## src/rtl/sfp_mgr_pkg.sv

```systemverilog
// Shared encodings for the SFP transmit manager: state codes, field widths, helpers.
// Latency: n/a (package only).
// Backpressure: n/a.
package sfp_mgr_pkg;

    localparam int RETRY_W = 4;
    localparam int STATE_W = 3;

    localparam logic [STATE_W-1:0] ST_ABSENT      = 3'd0;
    localparam logic [STATE_W-1:0] ST_SETTLE      = 3'd1;
    localparam logic [STATE_W-1:0] ST_DISABLED    = 3'd2;
    localparam logic [STATE_W-1:0] ST_INIT        = 3'd3;
    localparam logic [STATE_W-1:0] ST_RUN         = 3'd4;
    localparam logic [STATE_W-1:0] ST_FAULT_RESET = 3'd5;
    localparam logic [STATE_W-1:0] ST_LOCKOUT     = 3'd6;

    function automatic int cmax(input int a, input int b);
        return (a > b) ? a : b;
    endfunction

endpackage

```

## src/rtl/sfp_sync_debounce.sv

```systemverilog
// Synchronises one asynchronous cage pin and debounces it.
// Latency: SYNC_STAGES + DEBOUNCE_CYCLES clk from a stable pin level to a change on dout.
// Backpressure: none; free-running every clk.
// Ports: clk, rst (async, active high), din (raw pin), dout (debounced, registered).
module sfp_sync_debounce #(
    parameter int   SYNC_STAGES     = 2,
    parameter int   DEBOUNCE_CYCLES = 1024,
    parameter logic RESET_VAL       = 1'b0
) (
    input  logic clk,
    input  logic rst,
    input  logic din,
    output logic dout
);

    localparam int CW = (DEBOUNCE_CYCLES > 1) ? $clog2(DEBOUNCE_CYCLES) : 1;
    localparam logic [CW-1:0] CNT_LAST = CW'(DEBOUNCE_CYCLES - 1);

    logic [SYNC_STAGES-1:0] sync;
    logic [CW-1:0]          cnt;

    // The counter tracks how long the synchronised level has disagreed with
    // dout; any agreement restarts it, so only an unbroken run commits.
    always_ff @(posedge clk or posedge rst) begin
        if (rst) begin
            sync <= {SYNC_STAGES{RESET_VAL}};
            cnt  <= '0;
            dout <= RESET_VAL;
        end else begin
            sync <= {sync[SYNC_STAGES-2:0], din};
            if (sync[SYNC_STAGES-1] == dout) begin
                cnt <= '0;
            end else if (cnt == CNT_LAST) begin
                dout <= sync[SYNC_STAGES-1];
                cnt  <= '0;
            end else begin
                cnt <= cnt + 1'b1;
            end
        end
    end

endmodule

```

## src/rtl/sfp_tx_manager.sv

```systemverilog
// Controls TX_DISABLE of one SFP cage from debounced presence/LOS/fault and a software enable.
// Latency: pins reach the FSM SYNC_STAGES+DEBOUNCE_CYCLES clk after settling; outputs are registered.
// Backpressure: none; the FSM steps every clk.
// Ports: clk, rst, mod0_i/rx_loss_i/tx_fault_i (cage pins), enable_i, clear_i ->
//        tx_dis, present_o, rx_loss_o, link_up_o, fault_latched_o, retry_cnt_o, state_o.
module sfp_tx_manager
    import sfp_mgr_pkg::*;
#(
    parameter int SYNC_STAGES        = 2,
    parameter int DEBOUNCE_CYCLES    = 1024,
    parameter int INSERT_WAIT_CYCLES = 2**20,
    parameter int FAULT_INIT_CYCLES  = 2**24,
    parameter int FAULT_RESET_CYCLES = 1024,
    parameter int MAX_RETRIES        = 3
) (
    input  logic               clk,
    input  logic               rst,
    input  logic               mod0_i,
    input  logic               rx_loss_i,
    input  logic               tx_fault_i,
    input  logic               enable_i,
    input  logic               clear_i,
    output logic               tx_dis,
    output logic               present_o,
    output logic               rx_loss_o,
    output logic               link_up_o,
    output logic               fault_latched_o,
    output logic [RETRY_W-1:0] retry_cnt_o,
    output logic [STATE_W-1:0] state_o
);

    localparam int MAX_CYC = cmax(cmax(INSERT_WAIT_CYCLES, FAULT_INIT_CYCLES),
                                  cmax(FAULT_RESET_CYCLES, DEBOUNCE_CYCLES));
    localparam int TW      = (MAX_CYC > 1) ? $clog2(MAX_CYC) : 1;

    localparam logic [TW-1:0]      T_INSERT = TW'(INSERT_WAIT_CYCLES - 1);
    localparam logic [TW-1:0]      T_INIT   = TW'(FAULT_INIT_CYCLES - 1);
    localparam logic [TW-1:0]      T_FRST   = TW'(FAULT_RESET_CYCLES - 1);
    localparam logic [RETRY_W-1:0] R_MAX    = RETRY_W'(MAX_RETRIES);

    logic present;
    logic los;
    logic fault;

    // MOD_ABS is inverted before debouncing so the debounced flop is present_o
    // itself; its reset value 0 corresponds to "module absent".
    sfp_sync_debounce #(.SYNC_STAGES(SYNC_STAGES), .DEBOUNCE_CYCLES(DEBOUNCE_CYCLES), .RESET_VAL(1'b0))
        u_present (.clk(clk), .rst(rst), .din(~mod0_i), .dout(present));
    sfp_sync_debounce #(.SYNC_STAGES(SYNC_STAGES), .DEBOUNCE_CYCLES(DEBOUNCE_CYCLES), .RESET_VAL(1'b1))
        u_los (.clk(clk), .rst(rst), .din(rx_loss_i), .dout(los));
    sfp_sync_debounce #(.SYNC_STAGES(SYNC_STAGES), .DEBOUNCE_CYCLES(DEBOUNCE_CYCLES), .RESET_VAL(1'b0))
        u_fault (.clk(clk), .rst(rst), .din(tx_fault_i), .dout(fault));

    logic [STATE_W-1:0] state;
    logic [STATE_W-1:0] nxt;
    logic [RETRY_W-1:0] retry;
    logic [RETRY_W-1:0] retry_nxt;
    logic [TW-1:0]      timer;

    always_comb begin
        nxt       = state;
        retry_nxt = clear_i ? '0 : retry;
        if (!present) begin
            // Removal overrides everything, including a coincident clear.
            nxt       = ST_ABSENT;
            retry_nxt = '0;
        end else begin
            case (state)
                ST_ABSENT:   nxt = ST_SETTLE;
                ST_SETTLE:   if (timer == T_INSERT) nxt = enable_i ? ST_INIT : ST_DISABLED;
                ST_DISABLED: if (enable_i) nxt = ST_INIT;
                ST_INIT, ST_RUN: begin
                    if (!enable_i) begin
                        nxt       = ST_DISABLED;
                        retry_nxt = '0;
                    end else if (fault && (state == ST_RUN || timer == T_INIT)) begin
                        // Recovery: the retry count only climbs while below the
                        // limit, so it saturates instead of wrapping.
                        if (retry_nxt < R_MAX) begin
                            nxt       = ST_FAULT_RESET;
                            retry_nxt = retry_nxt + 1'b1;
                        end else begin
                            nxt = ST_LOCKOUT;
                        end
                    end else if (state == ST_INIT && timer == T_INIT) begin
                        nxt = ST_RUN;
                    end
                end
                ST_FAULT_RESET: begin
                    if (!enable_i) begin
                        nxt       = ST_DISABLED;
                        retry_nxt = '0;
                    end else if (timer == T_FRST) begin
                        nxt = ST_INIT;
                    end
                end
                ST_LOCKOUT:  if (clear_i) nxt = ST_DISABLED;
                default:     nxt = ST_ABSENT;
            endcase
        end
    end

    // Outputs decode the next state so tx_dis changes on the same edge as the state.
    always_ff @(posedge clk or posedge rst) begin
        if (rst) begin
            state           <= ST_ABSENT;
            retry           <= '0;
            timer           <= '0;
            tx_dis          <= 1'b1;
            link_up_o       <= 1'b0;
            fault_latched_o <= 1'b0;
        end else begin
            state           <= nxt;
            retry           <= retry_nxt;
            timer           <= (nxt != state) ? '0 : timer + 1'b1;
            tx_dis          <= !(nxt == ST_INIT || nxt == ST_RUN);
            link_up_o       <= (nxt == ST_RUN) && !los;
            fault_latched_o <= (nxt == ST_LOCKOUT);
        end
    end

    assign present_o   = present;
    assign rx_loss_o   = los;
    assign retry_cnt_o = retry;
    assign state_o     = state;

endmodule

```

## config.mk

```make
export PLATFORM = sky130hd
export DESIGN_NAME = sfp_tx_manager
export DESIGN_NICKNAME = d
export VERILOG_FILES = /design/src/rtl/sfp_mgr_pkg.sv /design/src/rtl/sfp_sync_debounce.sv /design/src/rtl/sfp_tx_manager.sv
export SDC_FILE = /design/constraint.sdc
export NUM_CORES = 1
export LEC_CHECK = 0
export BUFFER_PORTS_ARGS = -buffer_cell sky130_fd_sc_hd__buf_2
export CAP_MARGIN = 10
export CORE_ASPECT_RATIO = 1.5
export CORE_UTILIZATION = 25
export CTS_CLUSTER_SIZE = 16
export DETAILED_ROUTE_END_ITERATION = 6
export PLACE_DENSITY_LB_ADDON = 0.2
export SYNTH_ARGS = -nofsm -noshare
export SYNTH_HDL_FRONTEND = slang
export SYNTH_SLANG_ARGS = --single-unit
```

## constraint.sdc

```tcl
create_clock -name clk -period 1.9 [get_ports clk]
set_input_delay 0.19 -clock clk [delete_from_list [all_inputs] [get_ports clk]]
set_output_delay 0.19 -clock clk [all_outputs]
set_load 0.05 [all_outputs]
```

==> results of run 1 <==
layer usage:
metal	share of wire, %	vias up
met2	53	47
li1	-	1478
met4	3.2	0
met1	41	1489
met3	2.2	22
met5	0	-
report_power, final:
group          switching (W)  internal [W]
clock network       0.000645       0.00112
logic              0.0000688     0.0000434
registers          0.0000204       0.00158
worst paths after layout:
kind	end	slack, ns	cells after the start
max	timer[14]	-0.14	8
min	retry_cnt_o[1]	0.20	3
max reg2reg	timer[14]	-0.14	8
min reg2reg	u_los.sync[1]	0.36	0
max in group asynchronous	u_los.sync[1]	0.77	4
min in group asynchronous	u_los.cnt[5]	0.49	3
logic make-up (layout without fill, tap and decap cells):
group / count (synthesis) / in the layout / share of synthesized area, %
AOI/OAI and AO/OA: 35 / 35 / 6.891
xor gates and xnor gates: 49 / 49 / 11.53
adders and majority gates: 5 / 5 / 1.681
buffers and inverters: 30 / 120 / 3.596
DFF: 73 / 73 / 49.21
muxes: 4 / 4 / 1.176
and+or+nand+nor: 177 / 177 / 25.92
per-stage QoR:
stage	setup WS [ns]	hold slack, ns	instance area (um2)	cells	utilization (%)
3_3_place_gp	-0.1500	0.2981	4583	626	31.55
6_report	-0.1390	0.2048	5199	659	35.79
5_1_grt	-0.2191	0.2109	5199	659	35.79
3_5_place_dp	-0.1474	0.2976	4583	626	31.55
4_1_cts	-0.1352	0.1887	5035	652	34.66
2_1_floorplan	-0.08353	0.1945	3854	373	-
sequential cells by signal, summed over array words and instances (netlist names):
signal           flops
link_up_o            1
u_present.cnt       10
state_o              3
u_present.dout       1
retry_cnt_o          4
timer               24
u_los.dout           1
u_los.sync           2
u_fault.cnt         10
u_fault.sync         2
fault_latched_o      1
u_los.cnt           10
u_fault.dout         1
u_present.sync       2
tx_dis               1
what timing repair did:
item,in CTS,in global routing
resized for setup,6,22
endpoints found under the hold margin,28,0
cloned,1,1
pin swaps,5,11
hold buffers,4,0
setup buffers,6,7
endpoints found under the setup margin,28,35
critical path: cells and delay by family (launching register included):
kind,cells,cell delay (ns)
AND/OR/NAND/NOR,3,0.74
buffers and inverters,2,0.30
flip-flops,1,0.42
AO/OA/AOI/OAI,3,0.46
cell type report:
class / count / area [um2]
Multi-Input combinational cell: 270 / 1998
Fill cell: 1439 / 9328
Tap cell: 196 / 245.2
Clock inverter: 3 / 47.55
Sequential cell: 73 / 1841
Timing Repair Buffer: 90 / 740.7
Inverter: 15 / 60.06
Clock buffer: 12 / 266.5
synthesized netlist by cell type (3+ instances only):
cell | count | area (um2)
a211oi_1 | 3 | 22.52
a21oi_1 | 8 | 40.04
and2_1 | 8 | 50.05
and3_1 | 9 | 56.30
and4_1 | 6 | 52.55
buf_2 | 5 | 25.02
clkbuf_1 | 8 | 30.03
dfrtp_1 | 69 | 1727
dfstp_2 | 4 | 105.1
ha_1 | 5 | 62.56
inv_1 | 15 | 56.30
mux2_2 | 3 | 33.78
nand2_1 | 14 | 52.55
nand2b_1 | 3 | 18.77
nand3_1 | 28 | 140.1
nand4_1 | 11 | 68.82
nand4_2 | 3 | 37.54
nor2_1 | 46 | 172.7
nor3_1 | 29 | 145.1
nor3b_1 | 4 | 30.03
nor4_1 | 4 | 25.02
o21ai_0 | 4 | 20.02
or2_2 | 3 | 18.77
xnor2_1 | 26 | 227.7
xor2_1 | 23 | 201.4
==> summary.txt, run 1 <==
CTS
  – Clk_lat worst skew: 0.33 ns
  – Clk sinks: 73
  – Root buffer cell: clkbuf_16
  – CTS tree: built
  – Cts bufs inserted: 9
  – CTS Buffer Depth: 2
  – H-tree depth: 3
  – Worst-path clk slew: 0.06 ns

Route
  – Iteration-0 DRC Markers: 129
  – Vias per cell: 4.607
  – Drt first pass iters: 4
  – Final wirelength: 8917 um
  – ANT nets after route: 0
  – Vias: 3036
  – Routed WL per cell: 13.53 um
  – DRC: 0

Place
  – Dpl hpwl: 6325 um
  – Port Buffers: 18
  – RePlAce Congestion: 0.7988

STA
  – Final Worst Setup Slack: -0.1390 ns
  – Slew Viols, Final: 0
  – RSZ-0062 raised after global routing: yes
  – Slew margin rel.: 56.84%
  – Setup tns final: -2.812 ns
  – Slew at the pin with the worst max-slew slack: 0.6460 ns
  – Fin crit share: 107.3%
  – Clock Skews: 0.007198 ns
  – Max Fclk: 0.4904 GHz
  – # setup viols final: 28
  – Min cycle time layout: 2.039 ns
  – Final Hold Vio Count: 0

Synthesis
  – Syn_nets: 385
  – Post-synth EDFFs: 0
  – Synth unique cells: 53
  – Syn_area_per_cell: 9.979 um2
  – Syn Std Cell Area: 0.003722 mm2
  – Primary FF master, synth: dfrtp_1
  – Synthesized instance count: 373
  – Synth async-reset ratio: 100.0%
  – Sequential share of the synthesized area: 49.21%
  – Synth Register Bits: 73
  – Yosys warns: 0

Global routing
  – Total track usage: 12.77%
  – First-pass GRT wire length: 15040 um
  – M3 GR Usage: 2.307%
  – Met1 GRT Util: 13.37%
  – Antenna violations before repair: 0
  – Largest net degree at the start of global routing: 31
  – Vias in the first global route: 3107
  – Met2 usage: 23.45%
  – Gr busiest metal: met2
  – Total grt overflow: 0

Worst setup path
  – Critical path launch point: timer[21]
  – Crit Path Class: reg2reg
  – CP peak stage delay: 0.55 ns
  – CP Cell Sequence: or4_4 -> nor3_4 -> a21o_1 -> a21oi_2 -> o211ai_2 -> buf_6 -> clkbuf_16 -> nor3_2
  – Critical Path Start Type: flop
  – Crit. End Element: flop
  – Worst path slowest cell: or4_4
  – CP max FO: 6
  – RR Startpoint: timer[21]
  – Worst Path Arrival: 2.26 ns
  – CP required: 2.12 ns

Finish
  – Most common cell after layout, fill and taps aside: dfrtp_1
  – Most frequent cells in the layout: 62 x dfrtp_1, 59 x buf_4, 46 x nor2_1
  – Syn-to-layout area delta: 39.66%
  – Layout cells sized above 1: 36.29%
  – Ant. Diodes: 0
  – Nets: 471

Die
  – Die ar.: 0.01539 mm2
  – Ports: 19
  – Core Region: 0.01453 mm2
  – Die extent in x: 101.6 um
  – Starting Density: 25.62%
  – Die Y: 151.4 um
  – # rows: 54

Run
  – Maxcap violations: 0

Power and ir drop
  – Pwr dens: 669.3 mW/mm2
  – Worst VDD drop: 361.7 uV
  – Total Power: 0.003480 W
  – Leak pwr: 2.336 nW

Outcome
  – Violated checks: setup timing
  – Status: finished, violations left

Min path
  – HP Start: clear_i
  – Min-delay worst type: in2reg
Power figures use the tool's default switching activity.
==> inputs of run 2 (changes only) <==
CORE_UTILIZATION = 55   (was 25)
TNS_END_PERCENT = 5   (was unset)
==> summary.txt, run 2 (same netlist as run 1, synthesis figures left out) <==
Finish
  – Multi-input logic area: 0.001857 mm2
  – Nets: 453
  – Most frequent cells in the layout: 64 x dfrtp_1, 46 x nor2_1, 46 x buf_4
  – Layout cells sized above 1: 28.03%
  – Ant. Diodes: 0
  – Final core occ: 69.89%
  – Largest reg by FF count: timer
  – Register Area: 0.001838 mm2
  – Most common cell after layout, fill and taps aside: dfrtp_1
  – Max reg flops: 24
  – Syn-to-layout area delta: 22.62%
  – Fillers: 487

STA
  – # setup viols final: 28
  – Clock Skews: 0.006890 ns
  – Final Hold Vio Count: 0
  – Min cycle time layout: 2.009 ns
  – Slew Viols, Final: 0
  – Final Worst Setup Slack: -0.1088 ns
  – Slew margin rel.: 60.52%
  – Fin crit share: 105.7%
  – Max Fclk: 0.4978 GHz
  – RSZ-0062 raised after global routing: yes
  – Slew at the pin with the worst max-slew slack: 0.5909 ns

Route
  – Iteration-0 DRC Markers: 179
  – ANT nets after route: 0
  – DRC: 0
  – Drt first pass iters: 4
  – Vias per cell: 5.659
  – Final wirelength: 7938 um
  – Vias: 2954
  – Routed WL per cell: 15.21 um

Global routing
  – Gr busiest metal: met2
  – Met2 usage: 42.12%
  – Antenna violations before repair: 0
  – M3 GR Usage: 4.594%
  – Met1 GRT Util: 28.74%
  – Total grt overflow: 0
  – Vias in the first global route: 2985
  – Total track usage: 23.78%
  – First-pass GRT wire length: 13370 um
  – Largest net degree at the start of global routing: 35

Place
  – Pre-CTS setup slack: -0.1461 ns
  – Dpl hpwl: 5612 um
  – Port Buffers: 18
  – RePlAce Congestion: 0.8653

Power and ir drop
  – Worst VDD drop: 741.0 uV
  – Total Power: 0.002801 W
  – Pwr dens: 613.7 mW/mm2
  – P_sw: 0.0006417 W
  – Sw Share: 22.91%
  – Clk network pwr share: 39.2%
  – Leak pwr: 2.094 nW
  – Pint: 0.002160 W
  – Combinational Power Share: 3.8%
  – Seq pwr share: 57.0%

Worst setup path
  – Critical Path Start Type: flop
  – CP max FO: 4
  – Worst Path Arrival: 2.27 ns
  – R2R depth: 6
  – RR Startpoint: timer[10]
  – CP required: 2.16 ns
  – Crit. End Element: flop
  – R2r endpoint: tx_dis
  – Crit Path Class: reg2reg
  – Worst R2R Setup Slack: -0.11 ns

Die
  – Die ar.: 0.007108 mm2
  – # rows: 36
  – Ports: 19
  – Starting Density: 56.99%
  – Die extent in x: 69.17 um
  – Die Y: 102.8 um
  – Core Region: 0.006531 mm2

CTS
  – H-tree depth: 3
  – CTS tree: built
  – Clk_lat worst skew: 0.34 ns
  – Root buffer cell: clkbuf_8
  – CTS Buffer Depth: 2
  – Cts bufs inserted: 9
  – Clk sinks: 73
  – Worst-path clk slew: 0.08 ns

Outcome
  – Status: finished, violations left
  – Violated checks: setup timing

Min path
  – HP Start: clear_i
  – Endpoint, Worst Hold: retry_cnt_o[3]
  – Min-delay worst type: in2reg
  – Hold depth: 3

Run
  – Maxcap violations: 0
-- run 2: cell types whose count changed in the layout (fill, tap and decap cells not counted), sizes merged --
cell,change
buf,-17
bufinv,-1
clkinv,+1
clkinvlp,+1
inv,-1
-- run 2: cell type report --
cell class	count	share of cell area, %
flip-flops and latches	73	40.27
repair buffers	72	11.79
well taps	76	2.083
multi-input cells	270	40.68
clock buffers	13	3.481
inverters	15	1.316
clock inverters	3	0.3838
-- run 2: worst max-delay path: stages, from the launching register on --
cell and delay [ns]:
dfrtp_2 0.45, nor4_4 0.34, nand4_1 0.20, o311ai_1 0.35, a21oi_1 0.14, o21bai_2 0.24
mux2i_1 0.22
-- run 2: timing repair --
| item | in CTS | in global routing |
|---|---|---|
| resized for setup | 9 | 10 |
| pin swaps | 7 | 4 |
| setup buffers | 1 | 0 |
| setup endpoints to repair | 28 | 34 |
| endpoints found under the hold margin | 26 | 0 |
| hold buffers | 4 | 0 |
-- run 2: worst max path at each step --
stage / from / cells after the start / endpoint
finish: timer[10] / 6 / tx_dis
global route: timer[10] / 8 / timer[18]
CTS: timer[1] / 7 / link_up_o
detailed placement: timer[0] / 7 / link_up_o
global placement: timer[0] / 7 / link_up_o
floorplan: timer[0] / 8 / link_up_o
-- run 2: power by group through the flow --
stage	Clock, W	Combinational [W]	Sequential, W
6_report	0.00110	0.000107	0.00160
3_5_place_dp	0	0.0000999	0.00163
5_1_grt	0.00119	0.000124	0.00160
3_3_place_gp	0	0.0000979	0.00163
2_1_floorplan	0	0.0000685	0.00162
4_1_cts	0.00113	0.000107	0.00160
-- run 2: per-stage QoR --
stage | area (um2) | hold WS, ns | std cells | setup TNS, ns
finish | 4564 | 0.2219 | 522 | -2.235
global placement | 4257 | 0.2733 | 501 | -3.359
CTS | 4523 | 0.2034 | 522 | -2.652
floorplan | 3756 | 0.1945 | 373 | -1.167
detailed placement | 4257 | 0.2883 | 501 | -2.646
global route | 4564 | 0.2163 | 522 | -5.190
-- run 2: per-layer routing --
metal | wire length (um) | part of all wire [%]
met3 | 253 | 3.2
met2 | 4134 | 52
met4 | 146 | 1.8
met1 | 3402 | 43
met5 | 0 | 0
==> inputs of run 3 (changes only) <==
==> constraint.sdc (replaced) <==
create_clock -name clk -period 1.9 [get_ports clk]
set_input_delay 0.475 -clock clk [delete_from_list [all_inputs] [get_ports clk]]
set_output_delay 0.475 -clock clk [all_outputs]
set_load 0.05 [all_outputs]
==> summary.txt, run 3 (same netlist as run 1, synthesis figures left out) <==
Route
  – Vias: 3114
  – DRC: 0
  – Routed WL per cell: 15.85 um
  – Drt first pass iters: 4
  – Vias per cell: 5.724
  – Iteration-0 DRC Markers: 122
  – Final wirelength: 8620 um
  – ANT nets after route: 0

Worst setup path
  – Crit. End Element: flop
  – Critical Path Start Type: flop
  – CP required: 2.12 ns
  – Worst Path Arrival: 2.34 ns
  – CP max FO: 24
  – Crit Path Class: reg2reg

Finish
  – Syn-to-layout area delta: 30.62%
  – Most frequent cells in the layout: 68 x dfrtp_1, 65 x buf_4, 46 x nor2_1
  – Fillers: 440
  – Largest reg by FF count: timer
  – Most common cell after layout, fill and taps aside: dfrtp_1
  – Final core occ: 74.44%
  – Layout cells sized above 1: 30.34%
  – Max reg flops: 24
  – Nets: 475
  – Ant. Diodes: 0

STA
  – Fin crit share: 111.3%
  – Clock Skews: 0.007821 ns
  – Final Worst Setup Slack: -0.2155 ns
  – # setup viols final: 28
  – Max Fclk: 0.4727 GHz
  – Final Hold Slack: 0.1402 ns
  – RSZ-0062 raised after global routing: yes
  – Slew margin rel.: 70.64%
  – Final Hold Vio Count: 0
  – Slew at the pin with the worst max-slew slack: 0.4394 ns
  – Slew Viols, Final: 0
  – Min cycle time layout: 2.115 ns
  – Setup tns final: -5.243 ns

Power and ir drop
  – Leak pwr: 2.274 nW
  – Pwr dens: 611.9 mW/mm2
  – Worst VDD drop: 653.2 uV

CTS
  – Clk_lat worst skew: 0.34 ns
  – Hold_buf cts: 0
  – H-tree depth: 3
  – CTS Buffer Depth: 2
  – CTS tree: built
  – Clk sinks: 73
  – Cts bufs inserted: 9
  – Worst-path clk slew: 0.07 ns
  – Root buffer cell: clkbuf_8

Die
  – Starting Density: 56.99%
  – Die Y: 102.8 um
  – Ports: 19
  – Die ar.: 0.007108 mm2
  – # rows: 36
  – Core Region: 0.006531 mm2
  – Die extent in x: 69.17 um

Outcome
  – Status: finished, violations left
  – Violated checks: setup timing

Min path
  – Min-delay worst type: in2async

Global routing
  – Vias in the first global route: 3151
  – Total grt overflow: 0
  – First-pass GRT wire length: 14520 um
  – Largest net degree at the start of global routing: 37
  – Antenna violations before repair: 0
  – Total track usage: 26.22%

Place
  – Dpl hpwl: 5764 um
  – RePlAce Congestion: 0.9517
  – Port Buffers: 18

Run
  – Maxcap violations: 0
==> run 3: changes by cell type in the layout (fill, tap and decap cells not counted), moves of 3 or more <==
cell / delta
buf_12: +3
buf_4: +19
dfrtp_1: +4
dfrtp_2: -4
dlygate4sd3_1: -4
nor3_1: +3
==> run 3: critical path, stage by stage, from the launching register on <==
cell and delay (ns):
dfrtp_1 0.43, nand4_4 0.15, buf_6 0.16, nor4_4 0.31, buf_4 0.18, o2111ai_4 0.10
buf_4 0.17, o211ai_2 0.20, buf_12 0.19, nor3_1 0.08
==> run 3: worst paths after layout <==
check                           depth (start not counted)             from         endpoint  slack [ns]
min in group clk                                        1        rx_loss_i    u_los.sync[0]        0.23
worst max-delay path                                    9         timer[9]        timer[13]       -0.22
worst min-delay path                                    2              rst     u_los.cnt[4]        0.14
worst max register to register                          9         timer[9]        timer[13]       -0.22
worst min register to register                          0  u_fault.sync[0]  u_fault.sync[1]        0.35
max in group asynchronous                               3              rst   retry_cnt_o[1]        1.17
==> run 3: metrics by stage <==
stage | worst slack (ns) | cell area [um2] | power (W) | instances
2_1_floorplan | -0.2308 | 3726 | 0.001691 | 373
3_3_place_gp | -0.2204 | 4342 | 0.001725 | 513
3_5_place_dp | -0.2872 | 4342 | 0.001729 | 513
4_1_cts | -0.1474 | 4835 | 0.003008 | 543
5_1_grt | -0.2875 | 4862 | 0.003078 | 544
6_report | -0.2155 | 4862 | 0.002975 | 544
==> run 3: layer usage <==
| layer | track usage [%] | wire length, um | up-vias | part of all wire (%) |
|---|---|---|---|---|
| met2 | 47.72 | 4572 | 81 | 53 |
| met5 | 0 | 0 | - | 0 |
| met1 | 28.54 | 3396 | 1520 | 39 |
| met4 | 16.48 | 385 | 0 | 4.5 |
| li1 | - | - | 1484 | - |
| met3 | 4.301 | 266 | 29 | 3.1 |
==> run 3: cell type report <==
cell class | instances | area, um2 | share of cell area [%]
Sequential cell | 73 | 1833 | 37.70
Multi-Input combinational cell | 270 | 1889 | 38.86
Clock inverter | 3 | 67.56 | 1.390
Timing Repair Buffer | 94 | 778.2 | 16.01
Tap cell | 76 | 95.09 | 1.956
Clock buffer | 13 | 138.9 | 2.856
Inverter | 15 | 60.06 | 1.235
==> run 3: where the power goes <==
part           internal [W]  leakage, nW  total [W]  switching [W]
registers           0.00158        0.973    0.00160      0.0000208
logic             0.0000367         1.20   0.000102      0.0000648
clock network      0.000742       0.0978    0.00128       0.000533
==> run 3: timing repair <==
action,CTS,global route
pin swaps,16,9
setup endpoints to repair,29,34
gates cloned,2,0
buffers inserted,13,1
gates resized for setup,24,5
